[src/rtl/sensor_capture_pkg.sv]
// Shared types and defaults for the sensor frame-capture sequencer.
// Optional continuous capture is controlled by SENSOR_CAPTURE_CONTINUOUS_EN in sensor_capture_ctrl.
package sensor_capture_pkg;

  typedef enum logic [1:0] {
    IDLE,
    CAPTURE,
    DRAIN,
    DONE
  } state_t;

  localparam int FRAME_LEN = 256;
  localparam int DATA_W    = 8;

  // Address width for a buffer of the given depth; at least one bit.
  function automatic int clog2(input int value);
    int r;
    r = 0;
    while ((1 << r) < value) r++;
    return (r < 1) ? 1 : r;
  endfunction

endpackage

[src/rtl/capture_frame_ram.sv]
// Frame buffer: one write port and one registered read port, inferred as block RAM.
module capture_frame_ram #(
  parameter int DEPTH  = 256,
  parameter int DATA_W = 8,
  parameter int AW     = sensor_capture_pkg::clog2(DEPTH)
) (
  input  logic              clk,
  input  logic              wr_en,
  input  logic [AW-1:0]     wr_addr,
  input  logic [DATA_W-1:0] wr_data,
  input  logic              rd_en,
  input  logic [AW-1:0]     rd_addr,
  output logic [DATA_W-1:0] rd_data
);

  logic [DATA_W-1:0] mem [DEPTH];

  always_ff @(posedge clk) begin
    if (wr_en) mem[wr_addr] <= wr_data;
    if (rd_en) rd_data <= mem[rd_addr];
  end

endmodule

[src/rtl/sensor_capture_ctrl.sv]
// Captures FRAME_LEN synchronized sensor samples at a programmable rate, then streams them out.
// Define SENSOR_CAPTURE_CONTINUOUS_EN to keep capturing frames until a start pulse arrives during DRAIN.
module sensor_capture_ctrl #(
  parameter int FRAME_LEN = sensor_capture_pkg::FRAME_LEN,
  parameter int DATA_W    = sensor_capture_pkg::DATA_W,
  parameter int DIV_W     = 16
) (
  input  logic              clk,
  input  logic              reset,
  input  logic              start,
  input  logic [DIV_W-1:0]  sample_div,
  input  logic [DATA_W-1:0] sens_data,
  output logic              busy,
  output logic [DATA_W-1:0] out_data,
  output logic              out_valid,
  input  logic              out_ready,
  output logic              out_last,
  output logic              frame_done
);
  import sensor_capture_pkg::*;

  localparam int AW = clog2(FRAME_LEN);
  localparam logic [AW-1:0] LAST_ADDR = AW'(FRAME_LEN - 1);

  state_t            state_reg, state_next;
  logic [DATA_W-1:0] sync_bits;
  logic [DIV_W-1:0]  div_reg, cnt_reg;
  logic [AW-1:0]     wr_addr_reg, rd_addr_reg, rd_idx_reg;
  logic              rd_vld_reg, rd_all_reg;
  logic              out_valid_reg, out_last_reg;
  logic [DATA_W-1:0] out_data_reg, rd_data;
  logic              tick, advance, rd_en, last_hs;

  for (genvar gi = 0; gi < DATA_W; gi++) begin : g_sync
    logic meta_reg, sync_reg;
    always_ff @(posedge clk or negedge reset) begin
      if (!reset) begin
        meta_reg <= 1'b0;
        sync_reg <= 1'b0;
      end else begin
        meta_reg <= sens_data[gi];
        sync_reg <= meta_reg;
      end
    end
    assign sync_bits[gi] = sync_reg;
  end

  assign tick    = (state_reg == CAPTURE) && (cnt_reg == '0);
  assign advance = !out_valid_reg || out_ready;
  assign rd_en   = (state_reg == DRAIN) && advance && !rd_all_reg;
  assign last_hs = (state_reg == DRAIN) && out_valid_reg && out_ready && out_last_reg;

`ifdef SENSOR_CAPTURE_CONTINUOUS_EN
  logic stop_reg;
  always_ff @(posedge clk or negedge reset) begin
    if (!reset) stop_reg <= 1'b0;
    else if (state_reg == IDLE) stop_reg <= 1'b0;
    else if (state_reg == DRAIN && start) stop_reg <= 1'b1;
  end
`endif

  always_ff @(posedge clk or negedge reset) begin
    if (!reset) state_reg <= IDLE;
    else state_reg <= state_next;
  end

  always_comb begin
    state_next = state_reg;
    busy       = 1'b0;
    frame_done = 1'b0;
    case (state_reg)
      IDLE: if (start) state_next = CAPTURE;
      CAPTURE: begin
        busy = 1'b1;
        if (tick && wr_addr_reg == LAST_ADDR) state_next = DRAIN;
      end
      DRAIN: begin
        busy = 1'b1;
        if (last_hs) state_next = DONE;
      end
      DONE: begin
        frame_done = 1'b1;
`ifdef SENSOR_CAPTURE_CONTINUOUS_EN
        busy       = !stop_reg;
        state_next = stop_reg ? IDLE : CAPTURE;
`else
        state_next = IDLE;
`endif
      end
      default: state_next = IDLE;
    endcase
  end

  // Divider and write address; DONE pre-loads the divider for a back-to-back frame.
  always_ff @(posedge clk or negedge reset) begin
    if (!reset) begin
      div_reg     <= '0;
      cnt_reg     <= '0;
      wr_addr_reg <= '0;
    end else begin
      case (state_reg)
        IDLE: if (start) begin
          div_reg     <= sample_div;
          cnt_reg     <= sample_div;
          wr_addr_reg <= '0;
        end
        CAPTURE: begin
          if (tick) begin
            cnt_reg     <= div_reg;
            wr_addr_reg <= wr_addr_reg + AW'(1);
          end else begin
            cnt_reg <= cnt_reg - DIV_W'(1);
          end
        end
        DONE: begin
          cnt_reg     <= div_reg;
          wr_addr_reg <= '0;
        end
        default: ;
      endcase
    end
  end

  // Two-stage read pipeline (RAM register, output register) that freezes as a unit on backpressure.
  always_ff @(posedge clk or negedge reset) begin
    if (!reset) begin
      rd_addr_reg   <= '0;
      rd_idx_reg    <= '0;
      rd_vld_reg    <= 1'b0;
      rd_all_reg    <= 1'b0;
      out_valid_reg <= 1'b0;
      out_last_reg  <= 1'b0;
      out_data_reg  <= '0;
    end else if (state_reg != DRAIN) begin
      rd_addr_reg   <= '0;
      rd_vld_reg    <= 1'b0;
      rd_all_reg    <= 1'b0;
      out_valid_reg <= 1'b0;
      out_last_reg  <= 1'b0;
    end else if (advance) begin
      out_valid_reg <= rd_vld_reg;
      out_last_reg  <= rd_vld_reg && (rd_idx_reg == LAST_ADDR);
      if (rd_vld_reg) out_data_reg <= rd_data;
      rd_vld_reg <= !rd_all_reg;
      if (!rd_all_reg) begin
        rd_idx_reg  <= rd_addr_reg;
        rd_addr_reg <= rd_addr_reg + AW'(1);
        rd_all_reg  <= (rd_addr_reg == LAST_ADDR);
      end
    end
  end

  capture_frame_ram #(
    .DEPTH (FRAME_LEN),
    .DATA_W(DATA_W),
    .AW    (AW)
  ) u_ram (
    .clk    (clk),
    .wr_en  (tick),
    .wr_addr(wr_addr_reg),
    .wr_data(sync_bits),
    .rd_en  (rd_en),
    .rd_addr(rd_addr_reg),
    .rd_data(rd_data)
  );

  assign out_data  = out_data_reg;
  assign out_valid = out_valid_reg;
  assign out_last  = out_last_reg;

endmodule

[config.mk]
export PLATFORM = sky130hd
export DESIGN_NAME = sensor_capture_ctrl
export DESIGN_NICKNAME = d
export VERILOG_FILES = /design/src/rtl/sensor_capture_pkg.sv /design/src/rtl/capture_frame_ram.sv /design/src/rtl/sensor_capture_ctrl.sv
export SDC_FILE = /design/constraint.sdc
export NUM_CORES = 2
export LEC_CHECK = 0
export CORE_MARGIN = 2
export CORE_UTILIZATION = 40
export DETAILED_ROUTE_END_ITERATION = 12
export GPL_TIMING_DRIVEN = 1
export SYNTH_ARGS = -nofsm -noshare
export SYNTH_HDL_FRONTEND = slang
export SYNTH_SLANG_ARGS = --single-unit
[constraint.sdc]
create_clock -name clk -period 5.3 [get_ports clk]
set_input_delay 0.53 -clock clk [delete_from_list [all_inputs] [get_ports clk]]
set_output_delay 0.53 -clock clk [all_outputs]
set_load 0.02 [all_outputs]
==> results.md <==
* Slew Limit Fails at 1
* Synth cell types at 67
* FP Rows at 168
* Setup Skew at between 0.05 and 0.06 ns
* Unrepaired setup endpoints after global routing: false
* H-tree levels at 4
* Min cycle time layout at 4.49 ns
* Avg Cell Area, Syn at 19.4 um2
* CP max FO at 17
* Hold Vio Cnt, Final at 0
* DR pass1 iterations at 5
* Worst Path Required at 5.89 ns
* Max FFs per register at between 2000 and 2500
* Setup TNS at 0 ns
* R2R setup slack at 0.81 ns
* Synth Cell Area at roughly 84000 um2
* CTS tree: done
* Crit path kind: flip-flop to flip-flop
* Clock transition at path regs at 0.06 ns
* Ys Warns at 0
* Post-synth ARST share at 4.01%
* I/O pin total at 40
* Worst-Margin Slew at 1.47 ns
* ANT nets after route at 0
* Starting DRC count in detailed routing at 5144
* Avg Vias per Cell at 5.82
* Hold Startpoint: sens_data[5]
* Most common cell after layout, fill and taps aside: edfxtp_1
* Largest net degree at the start of global routing at 177
* Max clock buf depth at 3
* Post-DP HPWL at 133000 um
* Worst-Skew Late Latency at roughly 0.86 ns
* Setup bufs post-CTS at 0
* Syn nets at 4385
* R2R Path End: u_ram.rd_data[6]
* P&R area growth vs syn at 12.6%
* Commonest non-fill, non-tap cells in the layout: 2056 x edfxtp_1, 368 x mux2i_1, 359 x mux4_2
* Total wire length at ~220000 um
* CTS Hold Bufs at 1
* Hold crit path type: primary input to flip-flop
* Wirelength per Cell at 29.6 um
* I/O Buffers at 39
* Initial antenna violation count at 11
* Max cap viols at 1
* R2r startpoint: rd_addr_reg[4]
* Fin area at 94800 um2
* Critical Path Start: rd_addr_reg[4]
* Post-synth EDFFs at 2056
* Vias in the first global route at ~43000
* Core area at 209000 um2
* Vias post-DR at between 40000 and 50000
* Dpl cell area at a little under 90000 um2
* Reg2Reg Depth at 6
* Max transition margin at -0.284%
* Period utilisation layout at 84.7%
* Top FF cell, synth: edfxtp_1
* Initial Utilization at 40.2%
* DIE AREA at 214000 um2
* Final Util at 45.3%
* Total Routing Usage GR at 20.3%
* Worst Path Arrival at 5.08 ns
* Sequential share of the synthesized area at 75.9%
* Worst hold path endpoint: g_sync[5].meta_reg
* TritonCTS Buffers at 209
* First-pass GRT wire length at ~320000 um
* Cts repair resizes at 0
* WHS Path Cells at 1
* Status: finished with violations
* Gate Count Post-Synth at 4347
* Global route overflow at 0
* Share of cells above drive strength 1 at 18.5%
* P per Cell Area at 487 nW/um2
* Root buffer cell: clkbuf_16
* Final #Nets at 4482
* Failing checks: max-capacitance violations, max-slew violations
* VDD IR max at 0.469 mV
* Fillers at between 15000 and 20000
* Register bit total from synthesis at about 2100
* Gpl congestion at 0.844
* DR DRC count at 0
* Upper clock frequency limit at 223 MHz
* Clk sinks at 2142
* Die Span Y at 463 um
* Crit end category: flip-flop
* Final setup violation count at 0
* LEAKAGE at about 0.030 uW
* Worst setup SP type: flip-flop
* Die X-Extent at ~460 um
[critical path, stage by stage, from the launching register on]
cell	delay, ns
dfrtp_1	0.70
nor2b_1	0.98
nand3_1	0.86
o311ai_0	1.08
nor3_1	0.22
o2111ai_1	0.28
nor3_1	0.08
[power by group]
group	leakage (uW)	switching [uW]	internal, uW
clock	0.00338	6390	8690
combinational	0.00716	7170	4790
sequential	0.0195	379	18700
total	0.0301	13900	32200
[worst max-delay path by stage]
stage / slack [ns] / end
3_5_place_dp: 0.93 / u_ram.rd_data[6]
6_report: 0.81 / u_ram.rd_data[6]
4_1_cts: 0.93 / u_ram.rd_data[6]
2_1_floorplan: 1.33 / u_ram.mem[0][0]
5_1_grt: 0.60 / u_ram.rd_data[6]
3_3_place_gp: 0.88 / u_ram.rd_data[6]
[final cells by class]
type / count / area [um2] / share of cell area, %
Clock inverter: 115 / 1280 / 1.35
Tap cell: 2805 / 3510 / 3.70
Multi-Input combinational cell: 1924 / 18800 / 19.8
Inverter: 13 / 56.3 / 0.0594
Timing Repair Buffer: 154 / 1570 / 1.65
Antenna cell: 1 / 2.50 / 0.00264
Sequential cell: 2142 / 63900 / 67.4
Clock buffer: 281 / 5700 / 6.01
[kinds of logic after synthesis]
group	count (synthesis)	share of synthesized area, %
flip-flops	2142	75.9
multiplexers	760	14.4
AND/OR/NAND/NOR	646	3.40
AO/OA/AOI/OAI	497	4.14
buffers and inverters	281	1.92
XOR/XNOR	11	0.114
adder cells (fa/ha/maj)	10	0.149
[metrics by stage]
stage | setup WS [ns] | hold WS [ns] | cells | power (uW)
CTS | 0.932 | 0.0596 | 7434 | 46400
detailed placement | 0.933 | 0.335 | 7037 | 31400
global placement | 0.881 | 0.333 | 7037 | 31400
floorplan | 1.33 | 0.234 | 4347 | 27600
global route | 0.600 | 0.104 | 7435 | 47600
finish | 0.810 | 0.124 | 7435 | 46100
[synthesized netlist by cell type, drive strengths merged, types with 8 or more instances]
cell type / n / area (um2)
nor2b: 11 / 68.8
xnor2: 9 / 78.8
a21oi: 95 / 475
a31oi: 14 / 87.6
clkbuf: 132 / 499
o21ai: 49 / 245
a22o: 16 / 140
nor3: 71 / 355
inv: 13 / 48.8
and2: 19 / 119
edfxtp: 2056 / 61700
dfrtp: 86 / 2150
o22ai: 89 / 557
a22oi: 16 / 120
mux2: 33 / 372
nor4: 34 / 219
nand2b: 8 / 50.1
nand3: 30 / 150
mux4: 359 / 8090
a211oi: 19 / 143
o211ai: 8 / 60.1
ha: 10 / 125
buf: 136 / 1070
o221ai: 145 / 1270
nor2: 333 / 1250
nand2: 100 / 375
nand4: 17 / 106
mux2i: 368 / 3680
[layer usage]
layer	up-vias	share of wire (%)	global-route usage, %
met4	4	2.8	6.08
met2	1949	47	31.6
met5	-	0.015	0
met3	328	7.9	3.54
li1	18100	-	-
met1	22900	42	29.4
Power figures use the tool's default switching activity.
